--- config.mk ---
export PLATFORM = sky130hd
export DESIGN_NAME = mmio_uart_tx_flat
export DESIGN_NICKNAME = d
export VERILOG_FILES = /design/src/rtl/mmio_uart_tx_if.sv /design/src/rtl/mmio_uart_tx.sv /design/src/flat_wrapper.sv
export SDC_FILE = /design/constraint.sdc
export NUM_CORES = 1
export LEC_CHECK = 0
export ABC_AREA = 1
export CAP_MARGIN = 15
export CORE_MARGIN = 4
export CORE_UTILIZATION = 60
export CTS_CLUSTER_DIAMETER = 30
export DETAILED_ROUTE_END_ITERATION = 8
export PLACE_DENSITY = 0.84
export SKIP_LAST_GASP = 1
export SLEW_MARGIN = 10
export SYNTH_ARGS = -nofsm -noshare
export SYNTH_HDL_FRONTEND = slang
export SYNTH_SLANG_ARGS = --single-unit
export TNS_END_PERCENT = 5
--- constraint.sdc ---
create_clock -name clk -period 6 [get_ports clk]
set_input_delay 1.2 -clock clk [delete_from_list [all_inputs] [get_ports clk]]
set_output_delay 1.2 -clock clk [all_outputs]
set_load 0.05 [all_outputs]
--- src/rtl/mmio_uart_tx_if.sv ---
// CPU data-bus port of the memory-mapped UART transmitter.
// Loads are answered combinationally on rdata.
interface mmio_uart_tx_if;
  logic        sel;
  logic        we;
  logic        re;
  logic [3:0]  addr;
  logic [31:0] wdata;
  logic [31:0] rdata;

  modport master (
    output sel, we, re, addr, wdata,
    input  rdata
  );

  modport slave (
    input  sel, we, re, addr, wdata,
    output rdata
  );
endinterface

--- src/rtl/mmio_uart_tx.sv ---
// Memory-mapped 8N1 UART transmitter: TX FIFO, serializer,
// status/config registers and a level interrupt.
module mmio_uart_tx #(
  parameter int          FIFO_DEPTH  = 8,
  parameter logic [15:0] DEFAULT_DIV = 16'd868
) (
  input  logic            clk,
  input  logic            rst,
  mmio_uart_tx_if.slave   bus,
  output logic            tx,
  output logic            irq
);

  localparam int AW = $clog2(FIFO_DEPTH);
  localparam int CW = AW + 1;

  typedef enum logic [1:0] {
    IDLE,
    START,
    DATA,
    STOP
  } state_e;

  logic [7:0]    mem_q [FIFO_DEPTH];
  logic [AW-1:0] head_q, tail_q;
  logic [CW-1:0] count_q, count_d;
  logic          ovf_q;
  logic [15:0]   div_q;
  logic          tx_en_q, irq_en_q;
  logic          irq_q;

  state_e        state_q, state_d;
  logic [15:0]   timer_q, timer_d;
  logic [15:0]   eff_q, eff_d;
  logic [2:0]    bit_q, bit_d;
  logic [7:0]    shift_q, shift_d;

  logic [1:0]    idx;
  logic          wr;
  logic          full, empty, busy;
  logic          push_req, push, pop;
  logic          bit_end;
  logic          unused_ok;

  assign idx      = bus.addr[3:2];
  assign wr       = bus.sel & bus.we;
  assign full     = count_q == CW'(FIFO_DEPTH);
  assign empty    = count_q == '0;
  assign busy     = state_q != IDLE;
  assign push_req = wr & (idx == 2'd0);
  assign push     = push_req & ~full;
  assign bit_end  = timer_q == eff_q - 16'd1;
  assign irq      = irq_q;

  assign unused_ok = ^{bus.addr[1:0], bus.wdata[31:16]};

  always_comb begin
    state_d = state_q;
    timer_d = timer_q;
    eff_d   = eff_q;
    bit_d   = bit_q;
    shift_d = shift_q;
    pop     = 1'b0;
    unique case (state_q)
      IDLE: begin
        if (tx_en_q && !empty) begin
          pop     = 1'b1;
          shift_d = mem_q[tail_q];
          eff_d   = (div_q == '0) ? 16'd1 : div_q;
          timer_d = '0;
          state_d = START;
        end
      end
      START: begin
        if (bit_end) begin
          timer_d = '0;
          bit_d   = '0;
          state_d = DATA;
        end else begin
          timer_d = timer_q + 16'd1;
        end
      end
      DATA: begin
        if (bit_end) begin
          timer_d = '0;
          shift_d = shift_q >> 1;
          if (bit_q == 3'd7) state_d = STOP;
          else               bit_d   = bit_q + 3'd1;
        end else begin
          timer_d = timer_q + 16'd1;
        end
      end
      STOP: begin
        if (bit_end) begin
          timer_d = '0;
          state_d = IDLE;
        end else begin
          timer_d = timer_q + 16'd1;
        end
      end
      default: state_d = IDLE;
    endcase
  end

  always_comb begin
    count_d = count_q;
    unique case ({push, pop})
      2'b10:   count_d = count_q + CW'(1);
      2'b01:   count_d = count_q - CW'(1);
      default: count_d = count_q;
    endcase
  end

  // Line level decoded from state so reset forces idle-high immediately.
  always_comb begin
    tx = 1'b1;
    unique case (state_q)
      START:   tx = 1'b0;
      DATA:    tx = shift_q[0];
      default: tx = 1'b1;
    endcase
  end

  always_ff @(posedge clk) begin
    if (push) mem_q[head_q] <= bus.wdata[7:0];
  end

  always_ff @(posedge clk or posedge rst) begin
    if (rst) begin
      head_q   <= '0;
      tail_q   <= '0;
      count_q  <= '0;
      ovf_q    <= 1'b0;
      div_q    <= DEFAULT_DIV;
      tx_en_q  <= 1'b1;
      irq_en_q <= 1'b0;
      irq_q    <= 1'b0;
      state_q  <= IDLE;
      timer_q  <= '0;
      eff_q    <= 16'd1;
      bit_q    <= '0;
      shift_q  <= '0;
    end else begin
      count_q <= count_d;
      state_q <= state_d;
      timer_q <= timer_d;
      eff_q   <= eff_d;
      bit_q   <= bit_d;
      shift_q <= shift_d;
      irq_q   <= irq_en_q & empty & ~busy;
      if (push) head_q <= head_q + AW'(1);
      if (pop)  tail_q <= tail_q + AW'(1);
      if (push_req && full)
        ovf_q <= 1'b1;
      else if (wr && idx == 2'd1 && bus.wdata[3])
        ovf_q <= 1'b0;
      if (wr && idx == 2'd2) div_q <= bus.wdata[15:0];
      if (wr && idx == 2'd3) begin
        tx_en_q  <= bus.wdata[0];
        irq_en_q <= bus.wdata[1];
      end
    end
  end

  always_comb begin
    bus.rdata = '0;
    if (bus.sel && bus.re) begin
      unique case (idx)
        2'd1: bus.rdata = {16'b0, {(8-CW){1'b0}}, count_q,
                           4'b0, ovf_q, busy, empty, full};
        2'd2: bus.rdata = {16'b0, div_q};
        2'd3: bus.rdata = {30'b0, irq_en_q, tx_en_q};
        default: bus.rdata = '0;
      endcase
    end
  end

endmodule

--- src/flat_wrapper.sv ---
// flat-port wrapper written by rule: the top's interface ports become plain ports
module mmio_uart_tx_flat 
#(
  parameter int          FIFO_DEPTH  = 8,
  parameter logic [15:0] DEFAULT_DIV = 16'd868
)
  (clk, rst, tx, irq, bus_sel, bus_we, bus_re, bus_addr, bus_wdata, bus_rdata);
  mmio_uart_tx_if bus_i ();
  input  logic clk;
  input  logic rst;
  output logic tx;
  output logic irq;
  input wire logic [$bits(bus_i.sel)-1:0] bus_sel;
  input wire logic [$bits(bus_i.we)-1:0] bus_we;
  input wire logic [$bits(bus_i.re)-1:0] bus_re;
  input wire logic [$bits(bus_i.addr)-1:0] bus_addr;
  input wire logic [$bits(bus_i.wdata)-1:0] bus_wdata;
  output wire logic [$bits(bus_i.rdata)-1:0] bus_rdata;
  assign bus_i.sel = bus_sel;
  assign bus_i.we = bus_we;
  assign bus_i.re = bus_re;
  assign bus_i.addr = bus_addr;
  assign bus_i.wdata = bus_wdata;
  assign bus_rdata = bus_i.rdata;
  mmio_uart_tx #(.FIFO_DEPTH(FIFO_DEPTH), .DEFAULT_DIV(DEFAULT_DIV)) u_core (.clk(clk), .rst(rst), .bus(bus_i), .tx(tx), .irq(irq));
endmodule
After elaboration in Yosys (flattened, before gate mapping)

Memory sizes are Yosys's and may differ from the RTL's.
Index checks and enable logic that the tools add are counted.

Register bits after elaboration: 75
Bits in latches: 0
Bits in writable memories: 64
Bits in read-only memories: 0
Bits of input ports: 41
Word-level logic and storage cells: 94
Memories kept: 1

Memory list:

| name         | depth | width | read ports | clocked after Yosys merged registers in | wr ports | RTL line           | source |
|---|---|---|---|---|---|---|---|
| u_core.mem_q | 8     | 8     | 1          | 0                                       | 1        | mmio_uart_tx.sv:24 | `logic [7:0] mem_q [FIFO_DEPTH];` |

Add/subtract/negate cells: 7
Multiply operators: 0
Div/mod/pow operators: 0
Magnitude comparators: 0
Equal/unequal tests: 17
Shifts and indexed selects: 0
Multiplexer cells: 27
Bitwise operators: 7
Reduce and logical (&&, ||, !) cells: 22

Operators with widths:

| kind                  | count |
|---|---|
| $mux 16               | 3 |
| $pmux 16 s3           | 1 |
| $mux 32               | 1 |
| $pmux 16 s2           | 1 |
| $add 16x1->16 const B | 1 |
| $eq 16x16->1          | 1 |
| $logic_not 16->1      | 1 |
| $mux 8                | 2 |
| $pmux 8 s2            | 1 |
| $sub 16x1->16 const B | 1 |
| $eq 2x2->1 const B    | 5 |
| $mux 2                | 5 |
| $ne 2x1->1 const B    | 5 |
| $reduce_bool 2->1     | 5 |
| $add 3x1->3 const B   | 3 |
| $mux 3                | 3 |
| $pmux 2 s4            | 1 |
| $pmux 4 s2            | 1 |
| $logic_and 1x1->1     | 7 |
| $eq 2x1->1 const B    | 3 |
| $mux 1                | 6 |
| $pmux 3 s2            | 1 |
| $and 1x1->1           | 5 |
| $reduce_and 5->1      | 1 |
| 14 further kinds      | 16 |

Depth between registers and ports, before layout

Gate-level depths: netlist of run 1.

Depth after elaboration: 7
Mapped depth: 17

Worst setup path after synthesis of run 1

OpenSTA, ideal clock, no wires.

Path type: input to output
From: in bus_addr[3]
To: out bus_rdata[12]
Data arrival time: 2.843 ns
Slack: 1.957 ns
Cell stages on the path: 4
Cells stage by stage: inv_1 > nor2_1 > inv_1 > nor3_1

Cells in the longest elaborated chain, start to end: 3
Elaborated cells between the ends (all ways): 5
Those cells by class: 3 x eq/ne; 2 x mux

RTL lines:

| item                                     | RTL line            | source |
|---|---|---|
| start, declared                          | flat_wrapper.sv:16  | `input wire logic [$bits(bus_i.addr)-1:0] bus_addr;` |
| $eq 2x2->1 or $eq 2x1->1 (tied branches) | mmio_uart_tx.sv:168 | `unique case (idx)` |
| $pmux 16 s3 *                            | mmio_uart_tx.sv:168 |  |
| $mux 32 *                                | mmio_uart_tx.sv:167 | `if (bus.sel && bus.re) begin` |
| end, declared                            | flat_wrapper.sv:18  | `output wire logic [$bits(bus_i.rdata)-1:0] bus_rdata;` |

Mark *: on every way between the ends. The rest lies on a longest branch, timed or not.

Worst setup path in the final report of run 1

From: in bus_addr[3]
To: out bus_rdata[0]

The elaborated chain is that of the path after synthesis.

==> impl_metrics.toml, run 1 <==
[floorplan]
die_y_microns = 118
dieArea_sq_mm = 0.0138
initial_core_util_pct = 62.1
placementRows = 39
core_area_sq_mm = 0.0116
io_pins = 75
die_w_microns = 118

[clocking]
clk_latency_ns = 0.42
cts_made_buffers = 17
cts_sinks = 139
htree_levels = 4
cts_root_buf = "clkbuf_16"
clkTransAtPathRegs_ns = 0.06
cts_tree = "built"
cts_setup_buffers = 0
cts.hold.buffers_added = 0
post_cts_resized = 0
clockBufferDepth = 2

[power]
vdd_drop_max_mv = 0.385
cellPowerDensity_mw_per_mm2 = 476
p_leak_nw = 3.55

[drt]
num_vias = 5859
postRouteAntennaNets = 0
route.detailed.drc = 0
wirelength_microns = 17100
first_iter_violations = 611
wl_per_cell_microns = 17.0
drt_pass1_iterations = 6
via_per_inst = 5.82

[logic_synthesis]
synthDistinctLibCells = 46
synthCells = 811
ys_seq_area_share_pct = 52.8
avgSynthCellArea_sq_um = 8.90
netlist_area_sq_mm = 0.00721
synth-seq-cells = 139
synth_ff_type = "dfrtp_1"
async_flop_share_pct = 54.0
ys_warn_count = 0
synth_edf_count = 64

[final_layout]
nets = 906
final_core_util_pct = 70.7
layout-drive-gt1-share_pct = 9.62
area_growth_pct = 13.9
fill_cells = 840
design_area_sq_mm = 0.00822
num_antenna_cells = 0

[setup_path]
cpPeakStageDelay_ns = 0.83
cp-start-kind = "input port"
worst_path_max_delay_cell = "clkdlybuf4s50_1"
cp_cell_sequence = "clkdlybuf4s50_1, inv_1, nor2_1, buf_4, inv_1, o22ai_1, a31oi_1, nor2_1, clkdlybuf4s50_1"
critical_path_class = "input port to output pin"
critPathRequiredTime_ns = 4.80
endpoint_kind = "output pin"
critPathMaxFanout = 10
cpLargestDelayFamily = "buffers and inverters"
crit_buf_inv = 5
cp.arrival_ns = 3.30

[hold_path]
worstHoldPathType = "register to register"

[timing]
maxSlewViolCount = 0
final-hold-violation-count = 0
finalCritPeriodShare_pct = 75.0
skew_ns = 0.00991
slew_headroom_pct = 25.8
rsz0062_at_grt = "false"
setup_viol = 0
fin_setup_tns_ns = 0
layout_min_cycle_time_ns = 4.50
max_freq_mhz = 222
tightest_slew_ns = 1.11

[run_status]
status = "complete, no violations"

[global_route]
grt_max_degree = 76
grt_overflow_total = 0
grt_pass1_vias = 5811
grt_use_total_pct = 25.0
antenna_found_initial = 0
grt_pass1_wl_microns = 27800

[place]
dpl_cell_area_sq_mm = 0.00766
hpwlAfterDp_microns = 11500
finalWeightedCongestion = 0.900
io_buffers = 40

[flow_run]
maxCapViolCount = 0
-- per-layer routing --
| layer | global-route usage (%) | up-vias | routed length (microns) |
|---|---|---|---|
| met3 | 5.86 | 28 | 1150 |
| met4 | 8.28 | 0 | 273 |
| li1 | - | 2760 | - |
| met5 | 0 | - | 0 |
| met1 | 32.7 | 2810 | 7320 |
| met2 | 41.5 | 261 | 8320 |
-- logic make-up (layout without fill, tap and decap cells) --
group | Yosys count | count (layout) | synth area share (%)
multiplexers | 4 | 4 | 0.624
other | 1 | 16 | 0.0520
adder cells (fa/ha/maj) | 15 | 15 | 2.71
AND/OR/NAND/NOR | 369 | 369 | 22.6
XOR/XNOR | 28 | 28 | 3.40
AO/OA/AOI/OAI | 136 | 136 | 10.7
flip-flops | 139 | 139 | 52.8
buffers and inverters | 119 | 156 | 7.20
-- through the flow --
stage	total power, W	hold WS, ns	instances	setup slack (ns)
after floorplan	0.00253	0.446	826	1.96
after global placement	0.00278	0.458	974	1.54
after detailed placement	0.00288	0.466	974	1.54
after CTS	0.00389	0.482	1006	1.51
after global routing	0.00417	0.507	1006	1.35
final	0.00391	0.480	1006	1.50
-- cell usage after synthesis, types with 5 or more instances --
cell / number / area share [%]
dfrtp_1: 68 / 24
xnor2_1: 6 / 0.73
inv_1: 75 / 3.9
a21oi_1: 23 / 1.6
edfxtp_1: 64 / 27
dfstp_2: 7 / 2.5
buf_4: 16 / 1.7
o21ai_0: 70 / 4.9
o22ai_1: 26 / 2.3
nor3_1: 13 / 0.90
clkbuf_1: 17 / 0.88
o21ai_2: 8 / 0.97
or2_2: 5 / 0.43
ha_1: 14 / 2.4
nand2_1: 172 / 8.9
xor2_1: 22 / 2.7
nand3_1: 44 / 3.1
nand2_2: 7 / 0.61
nand4_1: 8 / 0.69
nor2_1: 98 / 5.1
-- cell usage in the layout (no fill, tap or decap), drive strengths merged, types with 14 or more instances in the layout --
| cell | instances |
|---|---|
| inv | 87 |
| nand3 | 46 |
| o22ai | 26 |
| edfxtp | 64 |
| a21oi | 23 |
| dfrtp | 68 |
| clkbuf | 18 |
| nor2 | 107 |
| nor3 | 14 |
| conb | 16 |
| o21ai | 78 |
| clkdlybuf4s50 | 40 |
| nand2 | 180 |
| ha | 14 |
| xor2 | 22 |
-- power breakdown --
group / internal, W / switching (W)
clock: 0.000546 / 0.000450
combinational: 0.000499 / 0.000986
sequential: 0.00119 / 0.000241
total: 0.00223 / 0.00168
-- worst min-delay path: cells and delay by family, from the launching register on --
kind / cells / cell delay [ns]
flip-flops: 1 / 0.35
AND/OR/NAND/NOR: 2 / 0.10
-- registers in the layout, summed over array words and instances (netlist names) --
signal / flops
u_core.mem_q: 64
u_core.div_q: 16
u_core.eff_q: 16
u_core.timer_q: 16
u_core.shift_q: 8
u_core.count_q: 4
u_core.bit_q: 3
u_core.head_q: 3
u_core.tail_q: 3
u_core.state_q: 2
u_core.irq: 1
u_core.irq_en_q: 1
u_core.ovf_q: 1
u_core.tx_en_q: 1
-- final timing paths --
| path | start | to | slack [ns] | depth (start not counted) |
|---|---|---|---|---|
| worst min register to register | u_core.bit_q[2] | u_core.bit_q[2] | 0.48 | 2 |
| worst max register to register | u_core.tail_q[0] | u_core.shift_q[6] | 3.05 | 7 |
| worst min-delay path | u_core.bit_q[2] | u_core.bit_q[2] | 0.48 | 2 |
| worst max-delay path | bus_addr[3] | bus_rdata[0] | 1.50 | 9 |
| max in group asynchronous | rst | u_core.timer_q[5] | 4.00 | 3 |
| min in group asynchronous | rst | u_core.count_q[2] | 1.38 | 3 |
-- layout make-up --
class	count	area, sq um	share of cell area (%)
Clock buffer	18	429	5.22
Clock inverter	14	129	1.57
Inverter	81	304	3.70
Multi-Input combinational cell	568	2940	35.8
Sequential cell	139	3810	46.3
Tap cell	143	179	2.18
Timing Repair Buffer	43	423	5.15
(Power assumes the default switching activity.)
==> inputs of run 2 (changes only) <==
CORE_UTILIZATION = 57   (was 60)
PLACE_DENSITY = 0.8   (was 0.84)
clock period = 4.25 ns   (was 6 ns; I/O delays follow)
==> impl_metrics.toml, run 2 (synthesized netlist as in run 1, its figures left out) <==
[final_layout]
largest_reg_flops = 64
final_common_cell = "nand2_1"
design_area_sq_mm = 0.00829
layout-drive-gt1-share_pct = 10.9
final_core_util_pct = 67.9
fill_cells = 923
num_antenna_cells = 0
regMostFlops = "u_core.mem_q"
nets = 908
final_cell_mix = "nand2_1, nor2_1, inv_1, o21ai_0, dfrtp_1"
area_growth_pct = 14.9

[global_route]
antenna_found_initial = 0
grt_use_total_pct = 23.5
grt_pass1_wl_microns = 26800
grt_overflow_total = 0
grt_max_degree = 36
grt_pass1_vias = 5469

[setup_path]
regToRegSetupSlack_ns = 1.54
cpLargestDelayFamily = "buffers and inverters"
crit_buf_inv = 3
cp.arrival_ns = 3.06
endpoint_kind = "output pin"
r2r-end = "u_core.count_q[3]"
critPathMaxFanout = 10
cpMostUsedCell = "clkdlybuf4s50_1"
r2r_start = "u_core.state_q[0]"
worst_path_max_delay_cell = "clkdlybuf4s50_1"
cpPeakStageDelay_ns = 0.84
cp_cell_sequence = "clkdlybuf4s50_1, inv_1, nor2_1, nand2_1, a21oi_1, clkdlybuf4s50_1"
critical_path_class = "input port to output pin"
rr_worst_depth = 13
cp-start-kind = "input port"
critPathRequiredTime_ns = 3.40

[clocking]
clk_latency_ns = 0.42
cts_made_buffers = 17
clockBufferDepth = 2
cts_tree = "built"
cts_sinks = 139
post_cts_resized = 0
cts_setup_buffers = 0
cts.hold.buffers_added = 0
cts_root_buf = "clkbuf_16"
clkTransAtPathRegs_ns = 0.06
htree_levels = 4

[power]
p_int_w = 0.00327
p_clk_share_pct = 26.8
p_sw_share_pct = 41.3
cellPowerDensity_mw_per_mm2 = 673
p_leak_nw = 3.58
p_comb_share_pct = 38.2
p_sw_w = 0.00231
pwr-share-seq_pct = 35.0
vdd_drop_max_mv = 0.369

[drt]
wl_met1_microns = 7030
first_iter_violations = 590
postRouteAntennaNets = 0
route.detailed.drc = 0
maxUsedRoutingLayer = "met4"
wl_per_cell_microns = 15.6
num_vias = 5679
via_per_inst = 5.50
drt_pass1_iterations = 6
wl_met3_microns = 1040
wl_met2_microns = 7700
wirelength_microns = 16100

[flow_run]
maxCapViolCount = 0

[floorplan]
die_w_microns = 121
initial_core_util_pct = 59.1
placementRows = 40
die_y_microns = 121
dieArea_sq_mm = 0.0145
io_pins = 75
core_area_sq_mm = 0.0122

[timing]
slew_headroom_pct = 37.5
maxSlewViolCount = 0
rsz0062_at_grt = "false"
final-hold-violation-count = 0
fin_setup_tns_ns = 0
finalCritPeriodShare_pct = 92.0
tightest_slew_ns = 0.936
layout_min_cycle_time_ns = 3.91
skew_ns = 0.00841
setup_viol = 0
max_freq_mhz = 256

[place]
io_buffers = 40
dpl_cell_area_sq_mm = 0.00768
finalWeightedCongestion = 0.907
hpwlAfterDp_microns = 11300

[hold_path]
worstHoldPathType = "register to register"
min_path_cells = 2
hold_end = "u_core.shift_q[4]"
hold_start = "u_core.shift_q[4]"

[run_status]
status = "complete, no violations"
-- run 2: changes by cell type in the layout (fill, tap and decap cells not counted) --
cell             change
bufinv_16            +2
buf_4               +10
clkdlybuf4s50_1      -8
inv_6                -1
clkinv_2             -2
clkinvlp_4           +3
clkbuf_1             -1
inv_8                -1
-- run 2: power groups by stage --
stage	clock, W	combinational (W)	sequential, W
after floorplan	0	0.00168	0.00188
final	0.00150	0.00213	0.00196
after global routing	0.00158	0.00241	0.00199
after global placement	0	0.00200	0.00196
after CTS	0.00151	0.00212	0.00195
after detailed placement	0	0.00210	0.00197
-- run 2: routing by layer --
metal / vias up / global-route usage [%]
li1: 2753 / -
met1: 2679 / 32.1
met2: 221 / 37.2
met3: 26 / 5.10
met4: 0 / 8.64
met5: - / 0
-- run 2: layout make-up --
type / instances / area, sq um / area share (%)
well taps: 168 / 210 / 2.54
inverters: 81 / 304 / 3.67
clock inverters: 15 / 181 / 2.19
clock buffers: 17 / 425 / 5.13
multi-input cells: 568 / 2940 / 35.5
flip-flops and latches: 139 / 3810 / 45.9
repair buffers: 45 / 418 / 5.04
-- run 2: worst reg2reg max path, cell delays in order (launching register included) --
cell,delay (ns)
dfrtp_1,0.40
inv_1,0.10
ha_1,0.28
inv_1,0.33
nor2_1,0.16
ha_1,0.27
ha_1,0.33
nand2_1,0.08
nor2_1,0.04
a211oi_1,0.24
nor2_1,0.07
nor2_1,0.09
nand2_1,0.07
xor2_1,0.14
-- run 2: how the worst max path moves through the flow --
stage | start | to | cells after the start
detailed placement | bus_addr[3] | bus_rdata[10] | 6
global route | bus_addr[3] | bus_rdata[11] | 6
CTS | bus_addr[3] | bus_rdata[11] | 6
finish | bus_addr[3] | bus_rdata[11] | 6
floorplan | bus_addr[3] | bus_rdata[12] | 4
global placement | bus_addr[3] | bus_rdata[10] | 6
-- run 2: through the flow --
step	instances	hold slack [ns]	total power [W]	setup WS, ns
5_1_grt	1033	0.503	0.00599	0.224
4_1_cts	1033	0.490	0.00558	0.361
2_1_floorplan	826	0.446	0.00357	0.907
3_3_place_gp	1001	0.460	0.00396	0.472
6_report	1033	0.487	0.00558	0.339
3_5_place_dp	1001	0.474	0.00407	0.367
